**config.mk**
```make
export PLATFORM = sky130hd
export DESIGN_NAME = fifo_rd_ctrl_flat
export DESIGN_NICKNAME = d
export VERILOG_FILES = /design/src/rtl/fifo_rd_ctrl_pkg.sv /design/src/rtl/fifo_rd_ctrl_if.sv /design/src/rtl/fifo_rd_outbuf.sv /design/src/rtl/fifo_rd_ctrl.sv /design/src/flat_wrapper.sv
export SDC_FILE = /design/constraint.sdc
export NUM_CORES = 1
export LEC_CHECK = 0
export CAP_MARGIN = 25
export CELL_PAD_IN_SITES_DETAIL_PLACEMENT = 0
export CELL_PAD_IN_SITES_GLOBAL_PLACEMENT = 2
export CORE_MARGIN = 5
export CORE_UTILIZATION = 26
export CTS_BUF_LIST = sky130_fd_sc_hd__clkbuf_8
export DETAILED_ROUTE_END_ITERATION = 10
export MAX_ROUTING_LAYER = met4
export PLACE_DENSITY = 0.76
export REMOVE_ABC_BUFFERS = 1
export SETUP_SLACK_MARGIN = 0.2
export SYNTH_ARGS = -nofsm -noshare
export SYNTH_HDL_FRONTEND = slang
export SYNTH_SLANG_ARGS = --single-unit
```
**constraint.sdc**
```tcl
create_clock -name clk -period 4 [get_ports clk]
set_clock_uncertainty 0.1 [all_clocks]
set_input_delay 1.2 -clock clk [delete_from_list [all_inputs] [get_ports clk]]
set_output_delay 1.2 -clock clk [all_outputs]
set_load 0.05 [all_outputs]
```
**src/rtl/fifo_rd_ctrl_pkg.sv**
```systemverilog
// Shared ring-buffer definitions for the 4-slot tribit-pointer FIFO (read and write sides).
// Pointers carry a wrap bit above the slot address so that full and empty can be told apart.
package fifo_rd_ctrl_pkg;

  localparam int DATA_W_DEF = 64;
  localparam int ADDR_W_DEF = 2;
  localparam int PTR_W      = ADDR_W_DEF + 1;
  localparam int DEPTH      = 1 << ADDR_W_DEF;

  typedef logic [PTR_W-1:0] ptr_t;

  function automatic logic ptr_empty(input ptr_t wr_ptr, input ptr_t rd_ptr);
    return wr_ptr == rd_ptr;
  endfunction

  // Full when the addresses match and only the wrap bits differ.
  function automatic logic ptr_full(input ptr_t wr_ptr, input ptr_t rd_ptr);
    return (wr_ptr[PTR_W-1] != rd_ptr[PTR_W-1]) &&
           (wr_ptr[PTR_W-2:0] == rd_ptr[PTR_W-2:0]);
  endfunction

  function automatic ptr_t ptr_incr(input ptr_t ptr);
    return ptr + ptr_t'(1);
  endfunction

endpackage

```
**src/rtl/fifo_rd_ctrl_if.sv**
```systemverilog
// Slot-RAM read port plus downstream valid/ready stream of the FIFO read controller.
// master = controller side, slave = RAM model / consumer side.
interface fifo_rd_ctrl_if
  import fifo_rd_ctrl_pkg::*;
#(
  parameter int DATA_W = DATA_W_DEF,
  parameter int ADDR_W = ADDR_W_DEF
);

  logic              ram_rd_en;
  logic [ADDR_W-1:0] ram_rd_addr;
  logic [DATA_W-1:0] ram_rd_data;
  logic [DATA_W-1:0] dout_data;
  logic              dout_valid;
  logic              dout_ready;

  modport master (
    output ram_rd_en,
    output ram_rd_addr,
    input  ram_rd_data,
    output dout_data,
    output dout_valid,
    input  dout_ready
  );

  modport slave (
    input  ram_rd_en,
    input  ram_rd_addr,
    output ram_rd_data,
    input  dout_data,
    input  dout_valid,
    output dout_ready
  );

endinterface

```
**src/rtl/fifo_rd_outbuf.sv**
```systemverilog
// 2-entry output buffer: push at tail, pop at head, head word drives the stream.
// Registered head/count; a push and a pop may land in the same cycle.
module fifo_rd_outbuf #(
  parameter int DATA_W = 64
) (
  input  logic              clk,
  input  logic              rst,
  input  logic              push_i,
  input  logic [DATA_W-1:0] push_data_i,
  input  logic              pop_i,
  output logic [DATA_W-1:0] head_data_o,
  output logic [1:0]        held_o
);

  logic [DATA_W-1:0] mem_q [2];
  logic [DATA_W-1:0] mem_d [2];
  logic              head_q, head_d;
  logic [1:0]        held_q, held_d;
  logic              tail;
  logic              pop_eff;

  assign pop_eff     = pop_i && (held_q != 2'd0);
  assign tail        = head_q ^ held_q[0];
  assign head_data_o = mem_q[head_q];
  assign held_o      = held_q;

  always_comb begin
    mem_d  = mem_q;
    head_d = head_q;
    held_d = held_q;
    if (push_i) begin
      mem_d[tail] = push_data_i;
    end
    if (pop_eff) begin
      head_d = ~head_q;
    end
    case ({push_i, pop_eff})
      2'b10:   held_d = held_q + 2'd1;
      2'b01:   held_d = held_q - 2'd1;
      default: held_d = held_q;
    endcase
  end

  always_ff @(posedge clk) begin
    if (rst) begin
      mem_q[0] <= '0;
      mem_q[1] <= '0;
      head_q   <= 1'b0;
      held_q   <= 2'd0;
    end else begin
      mem_q    <= mem_d;
      head_q   <= head_d;
      held_q   <= held_d;
    end
  end

  // The read-issue credit rule in the parent must never let a third word in.
  a_no_overflow: assert property (@(posedge clk) disable iff (rst)
    !(push_i && !pop_eff && (held_q == 2'd2)));

  a_held_range: assert property (@(posedge clk) disable iff (rst)
    held_q != 2'd3);

endmodule

```
**src/rtl/fifo_rd_ctrl.sv**
```systemverilog
// Read-side controller of the 4-slot ring buffer; FIFO_RD_OCCUPANCY_EN adds a registered rd_occupancy.
// Latency: pointer change -> ram_rd_en same cycle -> dout_valid two cycles later; issue stops after 2 unpopped words.
module fifo_rd_ctrl
  import fifo_rd_ctrl_pkg::*;
#(
  parameter int DATA_W = DATA_W_DEF,
  parameter int ADDR_W = ADDR_W_DEF
) (
  input  logic            clk,
  input  logic            rst,
  input  ptr_t            wr_ptr_tribit,
  output ptr_t            rd_ptr_tribit,
  output logic            rd_greenflag,
`ifdef FIFO_RD_OCCUPANCY_EN
  output ptr_t            rd_occupancy,
`endif
  fifo_rd_ctrl_if.master  bus
);

  ptr_t              rd_ptr_q, rd_ptr_d;
  logic              inflight_q, inflight_d;
  logic [1:0]        held;
  logic [2:0]        cnt;
  logic              pop;
  logic              rd_en;
  logic [DATA_W-1:0] head_data;

  assign rd_greenflag = !ptr_empty(wr_ptr_tribit, rd_ptr_q);
  assign pop          = bus.dout_valid && bus.dout_ready;

  // Words already owned by the read side once this cycle's pop is taken.
  assign cnt   = {1'b0, held} + {2'b00, inflight_q} - {2'b00, pop};
  assign rd_en = rd_greenflag && (cnt < 3'd2) && !rst;

  always_comb begin
    rd_ptr_d   = rd_ptr_q;
    inflight_d = rd_en;
    if (rd_en) begin
      rd_ptr_d = ptr_incr(rd_ptr_q);
    end
  end

  always_ff @(posedge clk) begin
    if (rst) begin
      rd_ptr_q   <= '0;
      inflight_q <= 1'b0;
    end else begin
      rd_ptr_q   <= rd_ptr_d;
      inflight_q <= inflight_d;
    end
  end

  fifo_rd_outbuf #(
    .DATA_W (DATA_W)
  ) u_outbuf (
    .clk         (clk),
    .rst         (rst),
    .push_i      (inflight_q),
    .push_data_i (bus.ram_rd_data),
    .pop_i       (pop),
    .head_data_o (head_data),
    .held_o      (held)
  );

  assign rd_ptr_tribit   = rd_ptr_q;
  assign bus.ram_rd_en   = rd_en;
  assign bus.ram_rd_addr = rd_ptr_q[ADDR_W-1:0];
  assign bus.dout_valid  = (held != 2'd0);
  assign bus.dout_data   = head_data;

`ifdef FIFO_RD_OCCUPANCY_EN
  ptr_t occ_q, occ_d;

  // Slots still in RAM; words sitting in the output buffer are not counted.
  assign occ_d = wr_ptr_tribit - rd_ptr_q;

  always_ff @(posedge clk) begin
    if (rst) begin
      occ_q <= '0;
    end else begin
      occ_q <= occ_d;
    end
  end

  assign rd_occupancy = occ_q;

  a_occ_range: assert property (@(posedge clk) disable iff (rst)
    occ_q <= ptr_t'(DEPTH));
`endif

  a_no_read_empty: assert property (@(posedge clk) disable iff (rst)
    bus.ram_rd_en |-> rd_greenflag);

  a_stream_stable: assert property (@(posedge clk) disable iff (rst)
    (bus.dout_valid && !bus.dout_ready) |=> (bus.dout_valid && $stable(bus.dout_data)));

endmodule

```
**src/flat_wrapper.sv**
```systemverilog
// flat-port wrapper written by rule: the top's interface ports become plain ports
module fifo_rd_ctrl_flat import fifo_rd_ctrl_pkg::*;
#(
  parameter int DATA_W = DATA_W_DEF,
  parameter int ADDR_W = ADDR_W_DEF
)
  (clk, rst, wr_ptr_tribit, rd_ptr_tribit, rd_greenflag, bus_ram_rd_en, bus_ram_rd_addr, bus_ram_rd_data, bus_dout_data, bus_dout_valid, bus_dout_ready);
  fifo_rd_ctrl_if #(.DATA_W(DATA_W), .ADDR_W(ADDR_W)) bus_i ();
  input  logic clk;
  input  logic rst;
  input  ptr_t wr_ptr_tribit;
  output ptr_t rd_ptr_tribit;
  output logic rd_greenflag;
  output wire logic [$bits(bus_i.ram_rd_en)-1:0] bus_ram_rd_en;
  output wire logic [$bits(bus_i.ram_rd_addr)-1:0] bus_ram_rd_addr;
  input wire logic [$bits(bus_i.ram_rd_data)-1:0] bus_ram_rd_data;
  output wire logic [$bits(bus_i.dout_data)-1:0] bus_dout_data;
  output wire logic [$bits(bus_i.dout_valid)-1:0] bus_dout_valid;
  input wire logic [$bits(bus_i.dout_ready)-1:0] bus_dout_ready;
  assign bus_ram_rd_en = bus_i.ram_rd_en;
  assign bus_ram_rd_addr = bus_i.ram_rd_addr;
  assign bus_i.ram_rd_data = bus_ram_rd_data;
  assign bus_dout_data = bus_i.dout_data;
  assign bus_dout_valid = bus_i.dout_valid;
  assign bus_i.dout_ready = bus_dout_ready;
  fifo_rd_ctrl #(.DATA_W(DATA_W), .ADDR_W(ADDR_W)) u_core (.clk(clk), .rst(rst), .wr_ptr_tribit(wr_ptr_tribit), .rd_ptr_tribit(rd_ptr_tribit), .rd_greenflag(rd_greenflag), .bus(bus_i));
endmodule
```
# Yosys cells after proc, flatten, opt, wreduce, memory -nomap -nowiden
# Cells that the tools add are included.
[totals]
out_inout_bits = 72
input_bits = 70
ff_bits = 135
wordCells = 38
[op_classes]
n_bitwise = 4
n_eq_ne = 3
order_cmp = 4
reduce_logical = 9
add_sub_neg = 5
muxes = 7
[ops]
columns = ["cell", "n"]
rows = [
  ["64-bit 2-to-1 mux", 4],
  ["128-bit bitwise mux", 1],
  ["64-bit demux with 1-bit select", 1],
  ["1-bit logical AND", 5],
  ["2-bit >= comparator (second input constant)", 2],
  ["1-bit inverter with 2-bit output", 2],
  ["2-bit one-hot mux with 2 select lines", 1],
  ["2-bit nonzero test", 2],
  ["2-bit by 1-bit adder with 3-bit output", 1],
  ["3-bit by 1-bit adder with 3-bit output (second input constant)", 1],
  ["3-bit == test", 1],
  ["3-bit by 2-bit less-than comparator with 1-bit output (second input constant)", 1],
  ["3-bit by 1-bit subtractor with 3-bit output", 1],
  ["2-bit by 1-bit adder with 2-bit output (second input constant)", 1],
  ["2-bit by 1-bit == test with 1-bit output (second input constant)", 1],
  ["2-bit == test (second input constant)", 1],
  ["1-bit zero test", 2],
  ["2-bit by 1-bit less-than comparator with 1-bit output (second input constant)", 1],
  ["2-bit by 1-bit subtractor with 2-bit output (second input constant)", 1],
  ["1-bit inverter", 1],
  ["1-bit bitwise XOR", 1],
]

# Depth between registers and ports, before layout
# Gate-level depths: netlist of run 1.
[depth]
ltp_word = 7
ltp_mapped = 9
depth_no_buf = 9

# Modules after synthesis
# A second synthesis of run 1 with hierarchy kept.
[hier_totals]
hier_cells = 701
hier_area_um2 = 5962.0
[modules_own_cells]
columns = ["mod", "area_per_inst_um2", "cells_per_inst", "seq_area_each_um2", "instances"]
rows = [
  ["fifo_rd_outbuf", 5691.7, 671, 2622.5, 1],
  ["fifo_rd_ctrl", 270.3, 30, 80.1, 1],
]

# Least setup slack after synthesis of run 1
# Ideal clock, no wire load.
[synth_timing]
kind = "input port to output port"
startpoint = "in bus_dout_ready"
endpoint = "out bus_ram_rd_en"
n_path_buf = 0
cell_stages = 7
slack_ps = -728
required_time_ps = 2700
arrival_ps = 3428
path_cell_list = "and2_1 > ha_1 > nand2b_1 > fa_1 > xor2_1 > a311o_1 > nor2_1"
[synth_between]
elab_chain_cells = 5
[synth_rtl]
columns = ["item", "line_no", "rtl"]
rows = [
  ["start, declared", "flat_wrapper.sv:19", "input wire logic [$bits(bus_i.dout_ready)-1:0] bus_dout_ready;"],
  ["1-bit logical AND", "fifo_rd_ctrl.sv:29", "assign pop = bus.dout_valid && bus.dout_ready;"],
  ["3-bit by 1-bit subtractor with 3-bit output", "fifo_rd_ctrl.sv:32", "assign cnt = {1'b0, held} + {2'b00, inflight_q} - {2'b00, pop};"],
  ["3-bit by 2-bit less-than comparator with 1-bit output", "fifo_rd_ctrl.sv:33", "assign rd_en = rd_greenflag && (cnt < 3'd2) && !rst;"],
  ["1-bit logical AND (2 in a row)", "fifo_rd_ctrl.sv:33", ""],
  ["end, declared", "flat_wrapper.sv:14", "output wire logic [$bits(bus_i.ram_rd_en)-1:0] bus_ram_rd_en;"],
]
# Every way passes these cells.

# Worst setup path in the final report of run 1
# Same ends and word-level chain as after synthesis.

==> results of run 1 <==
[stage by stage]
stage,utilization (%),worst slack (ps),power (W)
2_1_floorplan,-,-728,0.00342
3_3_place_gp,34.4,-718,0.00438
3_5_place_dp,34.4,-751,0.00442
4_1_cts,36.4,-292,0.00559
5_1_grt,36.5,-265,0.00587
6_report,36.5,-214,0.00552
[power groups by stage]
stage | clock network (W) | registers [W] | logic (W)
after floorplan | 0 | 0.00187 | 0.00154
after global placement | 0 | 0.00180 | 0.00258
after detailed placement | 0 | 0.00181 | 0.00261
after CTS | 0.00114 | 0.00178 | 0.00267
after global routing | 0.00121 | 0.00182 | 0.00284
final | 0.00110 | 0.00178 | 0.00264
[routing by layer]
| layer | vias to the layer above | wire, µm |
|---|---|---|
| met4 | 0 | 235 |
| met1 | 2317 | 7050 |
| met2 | 115 | 8250 |
| met5 | - | 0 |
| li1 | 2440 | - |
| met3 | 11 | 904 |
[state kept, by name (all words and copies together) (netlist names)]
signal / flops
u_core.inflight_q: 1
u_core.u_outbuf.held_o: 2
u_core.u_outbuf.head_q: 1
u_core.rd_ptr_tribit: 3
u_core.u_outbuf.mem_q: 128
[worst max-delay path: cells and delay by family]
family / cells / cell delay, ps
buffers and inverters: 3 / 270
AO/OA/AOI/OAI: 1 / 300
adder cells (fa/ha/maj): 2 / 740
AND/OR/NAND/NOR: 3 / 410
[Yosys cell counts, drive strengths merged]
cell    instances
or2             1
clkbuf         16
a311o           1
buf            34
nand3           1
mux2           64
ha              3
mux2i           1
nand2         257
fa              1
xnor2           6
nand2b          2
dfxtp         135
a21oi         130
or3             2
o21ai           2
and2            2
nor2            7
xor2            3
inv             3
[kinds of logic after synthesis]
family	Yosys count
xor gates and xnor gates	9
AOI/OAI and AO/OA	133
buffers and inverters	53
adders and majority gates	4
DFF	135
muxes	65
and+or+nand+nor	272
[how the worst max path moves through the flow]
| stage | from | to | slack [ps] | depth (start not counted) |
|---|---|---|---|---|
| after detailed placement | bus_dout_ready | bus_ram_rd_en | -750 | 9 |
| after global placement | bus_dout_ready | bus_ram_rd_en | -720 | 9 |
| after global routing | bus_dout_ready | bus_ram_rd_en | -260 | 9 |
| after floorplan | bus_dout_ready | bus_ram_rd_en | -730 | 7 |
| after CTS | bus_dout_ready | bus_ram_rd_en | -290 | 9 |
| final | bus_dout_ready | bus_ram_rd_en | -210 | 9 |
[cell type report]
type,count,share of cell area (%)
clock buffers,20,3.59
multi-input cells,483,34.3
clock inverters,11,1.42
repair buffers,156,20.8
inverters,3,0.147
well taps,275,4.49
flip-flops and latches,135,35.3
[repair_timing]
| action | CTS | global route |
|---|---|---|
| pin swaps | 4 | 3 |
| endpoints found under the setup margin | 1 | 1 |
| gates resized for setup | 10 | 1 |
| endpoints found under the hold margin | 0 | 0 |
| setup buffers | 1 | 1 |
==> key figures, run 1 <==
Synthesis
  • Synth Area in Adders: 1.04%
  • Post-Syn Area: 0.00554 mm²
  • Top cell type's share of synthesized area: 48.8%
  • Synth Area in Compound Gates: 12.1%
  • Gate Count Post-Synth: 671
  • Post-synthesis simple-gate area fraction: 18.9%
  • Main combinational cell family by area after synthesis: simple AND/OR/NAND/NOR gates
  • Register bit count reported by yosys: 135
  • Post-synth cell types: 24
  • Cell taking the most area after synthesis: dfxtp_1
  • YS warnings: 0
  • Post-synthesis sequential area ratio: 48.8%
  • Post-synthesis xor/xnor area fraction: 1.56%
  • Mux share of post-synthesis cell area: 13.2%
  • Avg Cell Area, Syn: 8.26 µm²
  • Synth area leaders: dfxtp_1 (49%), nand2_1 (17%), mux2_2 (13%), a21oi_1 (12%), buf_2 (2.8%)

Clock network
  • CTS Buffer Depth: 2
  • Clock transition at path regs: 70 ps
  • Worst-Skew Late Latency: 430 ps
  • Cts bufs inserted: 17
  • Clock sinks: 135
  • H-Tree Depth: 4
  • CTS tree: done
  • CTS Hold Bufs: 0
  • Clk root buf: clkbuf_8

Floorplan
  • Num ports: 142
  • Initial Util: 26.4%
  • Row cnt: 53
  • DIE HEIGHT: 156 µm
  • Core ar.: 0.0210 mm²
  • Die width: 156 µm
  • Die area: 0.0243 mm²

Timing
  • Final worst hold slack: 352 ps
  • RSZ-0062 raised after global routing: true
  • Hold Vio Cnt, Final: 0
  • Crit share post-route: 105%
  • Setup TNS: -214 ps
  • Slew at the pin closest to its max-slew limit: 948 ps
  • Final setup margin: -214 ps
  • Setup violators final: 1
  • Slew HR: 36.6%
  • Max Freq: 237 MHz
  • Slew Viols, Final: 0
  • Min Tclk post-route: 4210 ps

Power and ir drop
  • Proportion of power drawn by the clock network: 19.9%
  • Sequential power share: 32.3%
  • Cell internal pwr: 0.00320 W
  • Combinational share of power: 47.8%
  • Maximum VDD drop: 0.000449 V
  • Switching power total: 0.00232 W
  • LEAKAGE: 2.73 nW
  • PwrDens: 720 mW/mm²
  • Switching Share: 42.1%

Global route
  • Met1 Use GR: 16.0%
  • GRT Overall Usage: 13.9%
  • First-pass GRT wire length: 25800 µm
  • M2 GR Usage: 23.1%
  • Largest net degree at the start of global routing: 72
  • Grt total ovfl: 0
  • Vias in the first global route: 5057
  • Routing usage on met3: 4.24%
  • Initial antenna violation count: 0
  • Busiest grt layer: met2

Layout
  • Antenna diodes: 0
  • Fraction of layout cells with a size suffix above 1: 15.5%
  • Fillers: 2142
  • Most frequent cells in the layout: nand2_1 (256), clkdlybuf4s50_1 (137), dfxtp_1 (134)
  • Fin nets: 870
  • Most common cell after layout, fill and taps aside: nand2_1
  • Finished Cell Area: 0.00767 mm²
  • Layout area overhead: 38.4%
  • Finished Layout Cells: 1083
  • Register area: 0.00271 mm²
  • Multi-input gate area in the final layout: 0.00263 mm²

Routing
  • 1st-iter DRT viols: 176
  • Drt total wl: 16400 µm
  • Vias per cell: 4.51
  • Via count: 4883
  • Wire per inst: 15.2 µm
  • DRC: 0
  • Detail Route Antenna Nets: 0
  • Initial DRT Pass Iterations: 4

Worst setup path
  • CP required: 2700 ps
  • Setup crit end kind: output pin
  • CP Max Fanout: 2
  • R2r endpoint: u_core.rd_ptr_tribit[2]
  • Crit path arrival time: 2910 ps
  • Worst r2r src: u_core.u_outbuf.held_o[1]
  • Worst reg2reg path depth: 12
  • Critical path class: primary input to output pin
  • Crit-path cells: buf_6, and2_4, ha_4, nand2b_4, fa_2, inv_2, a311o_1, nor2_2, buf_12
  • Flop-to-flop setup slack: 920 ps
  • CP startpoint kind: primary input
  • CP peak stage delay: 530 ps
  • Slowest stage cell, crit path: fa_2

Run status
  • Failing checks: negative setup slack
  • Status: complete, but fails checks

Hold path
  • Hold Crit Start: u_core.u_outbuf.mem_q[85]
  • Hold path cells: 2
  • Hold Crit Endpoint: u_core.u_outbuf.mem_q[85]
  • Worst min path class: flop to flop

Run
  • Max Cap Viol: 0

Place
  • DP Area: 0.00724 mm²
  • Placed cells: 1050
  • Port Buf Inserts: 141
  • HPWL after detailed placement: 10500 µm
  • Routability Congestion: 0.734
Power figures use the tool's default switching activity.
==> inputs of run 2 (changes only) <==
- CAP_MARGIN: 25 -> 10
- CTS_CLUSTER_DIAMETER: unset -> 200
==> results of run 2 <==
Same layout as run 1: the final DEF is identical, and so are final timing and power.
==> inputs of run 3 (changes only) <==
- CELL_PAD_IN_SITES_DETAIL_PLACEMENT: 0 -> 1
==> key figures, run 3 (same netlist as run 1, synthesis figures left out) <==
Run status
  • Status: complete, but fails checks (unchanged)
  • Failing checks: negative setup slack (unchanged)

Layout
  • Most flops, register: u_core.u_outbuf.mem_q (unchanged)
  • Fin nets: 871 (was 870)
  • Antenna diodes: 0 (unchanged)
  • Max FFs per register: 128 (unchanged)
  • Most common cell after layout, fill and taps aside: nand2_1 (unchanged)
  • Fillers: 2449 (was 2142)
  • Most frequent cells in the layout: nand2_1 (256), clkdlybuf4s50_1 (137), dfxtp_1 (134) (unchanged)
  • Layout Utilization: 36.7% (was 36.5%)
  • Layout area overhead: 39.3% (was 38.4%)
  • Fraction of layout cells with a size suffix above 1: 15.9% (was 15.5%)

Routing
  • DRC: 0 (unchanged)
  • Detail Route Antenna Nets: 0 (unchanged)
  • Wire per inst: 16.2 µm (was 15.2 µm)
  • Drt total wl: 17500 µm (was 16400 µm)
  • 1st-iter DRT viols: 164 (was 176)
  • Via count: 5009 (was 4883)
  • Vias per cell: 4.62 (was 4.51)
  • Initial DRT Pass Iterations: 4 (unchanged)

Timing
  • Final setup margin: -234 ps (was -214 ps)
  • RSZ-0062 raised after global routing: true (unchanged)
  • Slew HR: 38.3% (was 36.6%)
  • Slew at the pin closest to its max-slew limit: 923 ps (was 948 ps)
  • Setup TNS: -234 ps (was -214 ps)
  • Max Freq: 236 MHz (was 237 MHz)
  • Min Tclk post-route: 4230 ps (was 4210 ps)
  • Hold Vio Cnt, Final: 0 (unchanged)
  • Crit share post-route: 106% (was 105%)
  • Setup violators final: 1 (unchanged)
  • Slew Viols, Final: 0 (unchanged)

Power and ir drop
  • Switching power total: 0.00238 W (was 0.00232 W)
  • Maximum VDD drop: 0.000568 V (was 0.000449 V)
  • Cell internal pwr: 0.00328 W (was 0.00320 W)
  • LEAKAGE: 2.75 nW (was 2.73 nW)
  • Sequential power share: 31.6% (was 32.3%)
  • Proportion of power drawn by the clock network: 21.3% (was 19.9%)
  • Combinational share of power: 47.1% (was 47.8%)
  • Switching Share: 42.0% (was 42.1%)
  • PwrDens: 733 mW/mm² (was 720 mW/mm²)

Global route
  • M2 GR Usage: 26.5% (was 23.1%)
  • Grt total ovfl: 0 (unchanged)
  • First-pass GRT wire length: 28200 µm (was 25800 µm)
  • Initial antenna violation count: 0 (unchanged)
  • Busiest grt layer: met2 (unchanged)
  • Vias in the first global route: 5654 (was 5057)
  • Routing usage on met3: 3.63% (was 4.24%)
  • Met1 Use GR: 16.6% (was 16.0%)
  • GRT Overall Usage: 15.0% (was 13.9%)
  • Largest net degree at the start of global routing: 72 (unchanged)

Clock network
  • H-Tree Depth: 4 (unchanged)
  • Clock transition at path regs: 70 ps (about the same)
  • Clk root buf: clkbuf_8 (unchanged)
  • Cts bufs inserted: 17 (unchanged)
  • CTS Hold Bufs: 0 (unchanged)
  • Worst-Skew Late Latency: 440 ps (was 430 ps)
  • CTS tree: done (unchanged)
  • CTS Buffer Depth: 2 (unchanged)
  • Clock sinks: 135 (unchanged)

Floorplan
  • Row cnt: 53 (unchanged)
  • Num ports: 142 (unchanged)
  • Initial Util: 26.4% (unchanged)
  • Core ar.: 0.0210 mm² (unchanged)
  • DIE HEIGHT: 156 µm (unchanged)
  • Die area: 0.0243 mm² (unchanged)
  • Die width: 156 µm (unchanged)

Worst setup path
  • CP required: 2700 ps (about the same)
  • Critical path class: primary input to output pin (unchanged)
  • Buf+Inv Stages, Crit Path: 3 (unchanged)
  • Crit path arrival time: 2930 ps (was 2910 ps)
  • CP startpoint kind: primary input (unchanged)
  • CP peak stage delay: 530 ps (about the same)
  • CP Max Fanout: 2 (unchanged)
  • Crit-path cells: buf_6, and2_4, ha_4, nand2b_4, fa_2, inv_2, a311o_1, nor2_2, buf_12 (unchanged)
  • Critical path's top delay family: adder cells (unchanged)
  • Setup crit end kind: output pin (unchanged)
  • Slowest stage cell, crit path: fa_2 (unchanged)

Place
  • Setup slack at placement: -763 ps (was -751 ps)
  • Port Buf Inserts: 141 (unchanged)
  • Routability Congestion: 0.734 (unchanged)
  • HPWL after detailed placement: 11700 µm (was 10500 µm)

Run
  • Max Cap Viol: 0 (unchanged)

Hold path
  • Worst min path class: flop to flop (unchanged)
[run 3: cell count changes in the layout (fill, tap and decap cells not counted), sizes merged]
cell,previous run,this run
clkinv,3,5
buf,19,20
bufinv,2,3
clkinvlp,3,2
inv,6,5
[run 3: path summary, 6_finish.rpt]
check | start | endpoint | slack [ps] | depth (start not counted)
max | bus_dout_ready | bus_ram_rd_en | -230 | 9
min | u_core.u_outbuf.mem_q[1] | u_core.u_outbuf.mem_q[1] | 350 | 2
max reg2reg | u_core.u_outbuf.held_o[1] | u_core.rd_ptr_tribit[2] | 870 | 12
min reg2reg | u_core.u_outbuf.mem_q[1] | u_core.u_outbuf.mem_q[1] | 350 | 2
[run 3: power groups by stage]
| stage | Clock [W] | Combinational [W] | Sequential [W] |
|---|---|---|---|
| finish | 0.00121 | 0.00266 | 0.00179 |
| global route | 0.00131 | 0.00287 | 0.00182 |
| CTS | 0.00125 | 0.00269 | 0.00179 |
| detailed placement | 0 | 0.00263 | 0.00182 |
| global placement | 0 | 0.00258 | 0.00180 |
| floorplan | 0 | 0.00154 | 0.00187 |
[run 3: worst register-to-register path: cells and delay by family (launching register included)]
kind            cells  cell delay, ps
compound gates      2             450
fa+ha+maj           2             740
buf+inv             4             440
flops               1             380
simple gates        4             960
[run 3: repair_timing]
item / CTS / global route
gates resized for setup: 8 / 3
endpoints found under the setup margin: 1 / 1
pin swaps: 4 / 3
setup buffers: 2 / 1
cloned: 0 / 0
endpoints found under the hold margin: 0 / 0
[run 3: metal layers]
metal | vias to the layer above | share of wire [%]
met5 | - | 0
met4 | 0 | 1.3
met3 | 15 | 4.2
met2 | 95 | 53
met1 | 2455 | 42
li1 | 2444 | -
[run 3: area by class of cell]
| class | count | area, µm² | area share, % |
|---|---|---|---|
| Sequential cell | 135 | 2710 | 35.1 |
| Multi-Input combinational cell | 483 | 2630 | 34.1 |
| Timing Repair Buffer | 157 | 1600 | 20.7 |
| Tap cell | 275 | 344 | 4.46 |
| Clock buffer | 20 | 275 | 3.57 |
| Clock inverter | 12 | 150 | 1.95 |
| Inverter | 3 | 11.3 | 0.146 |
[run 3: metrics by stage]
step | instances | power (W) | area (µm²) | hold slack, ps
2_1_floorplan | 621 | 0.00342 | 5310 | 327
3_3_place_gp | 1050 | 0.00438 | 7240 | 339
4_1_cts | 1084 | 0.00573 | 7700 | 359
6_report | 1085 | 0.00566 | 7720 | 355
3_5_place_dp | 1050 | 0.00445 | 7240 | 347
5_1_grt | 1085 | 0.00600 | 7720 | 377
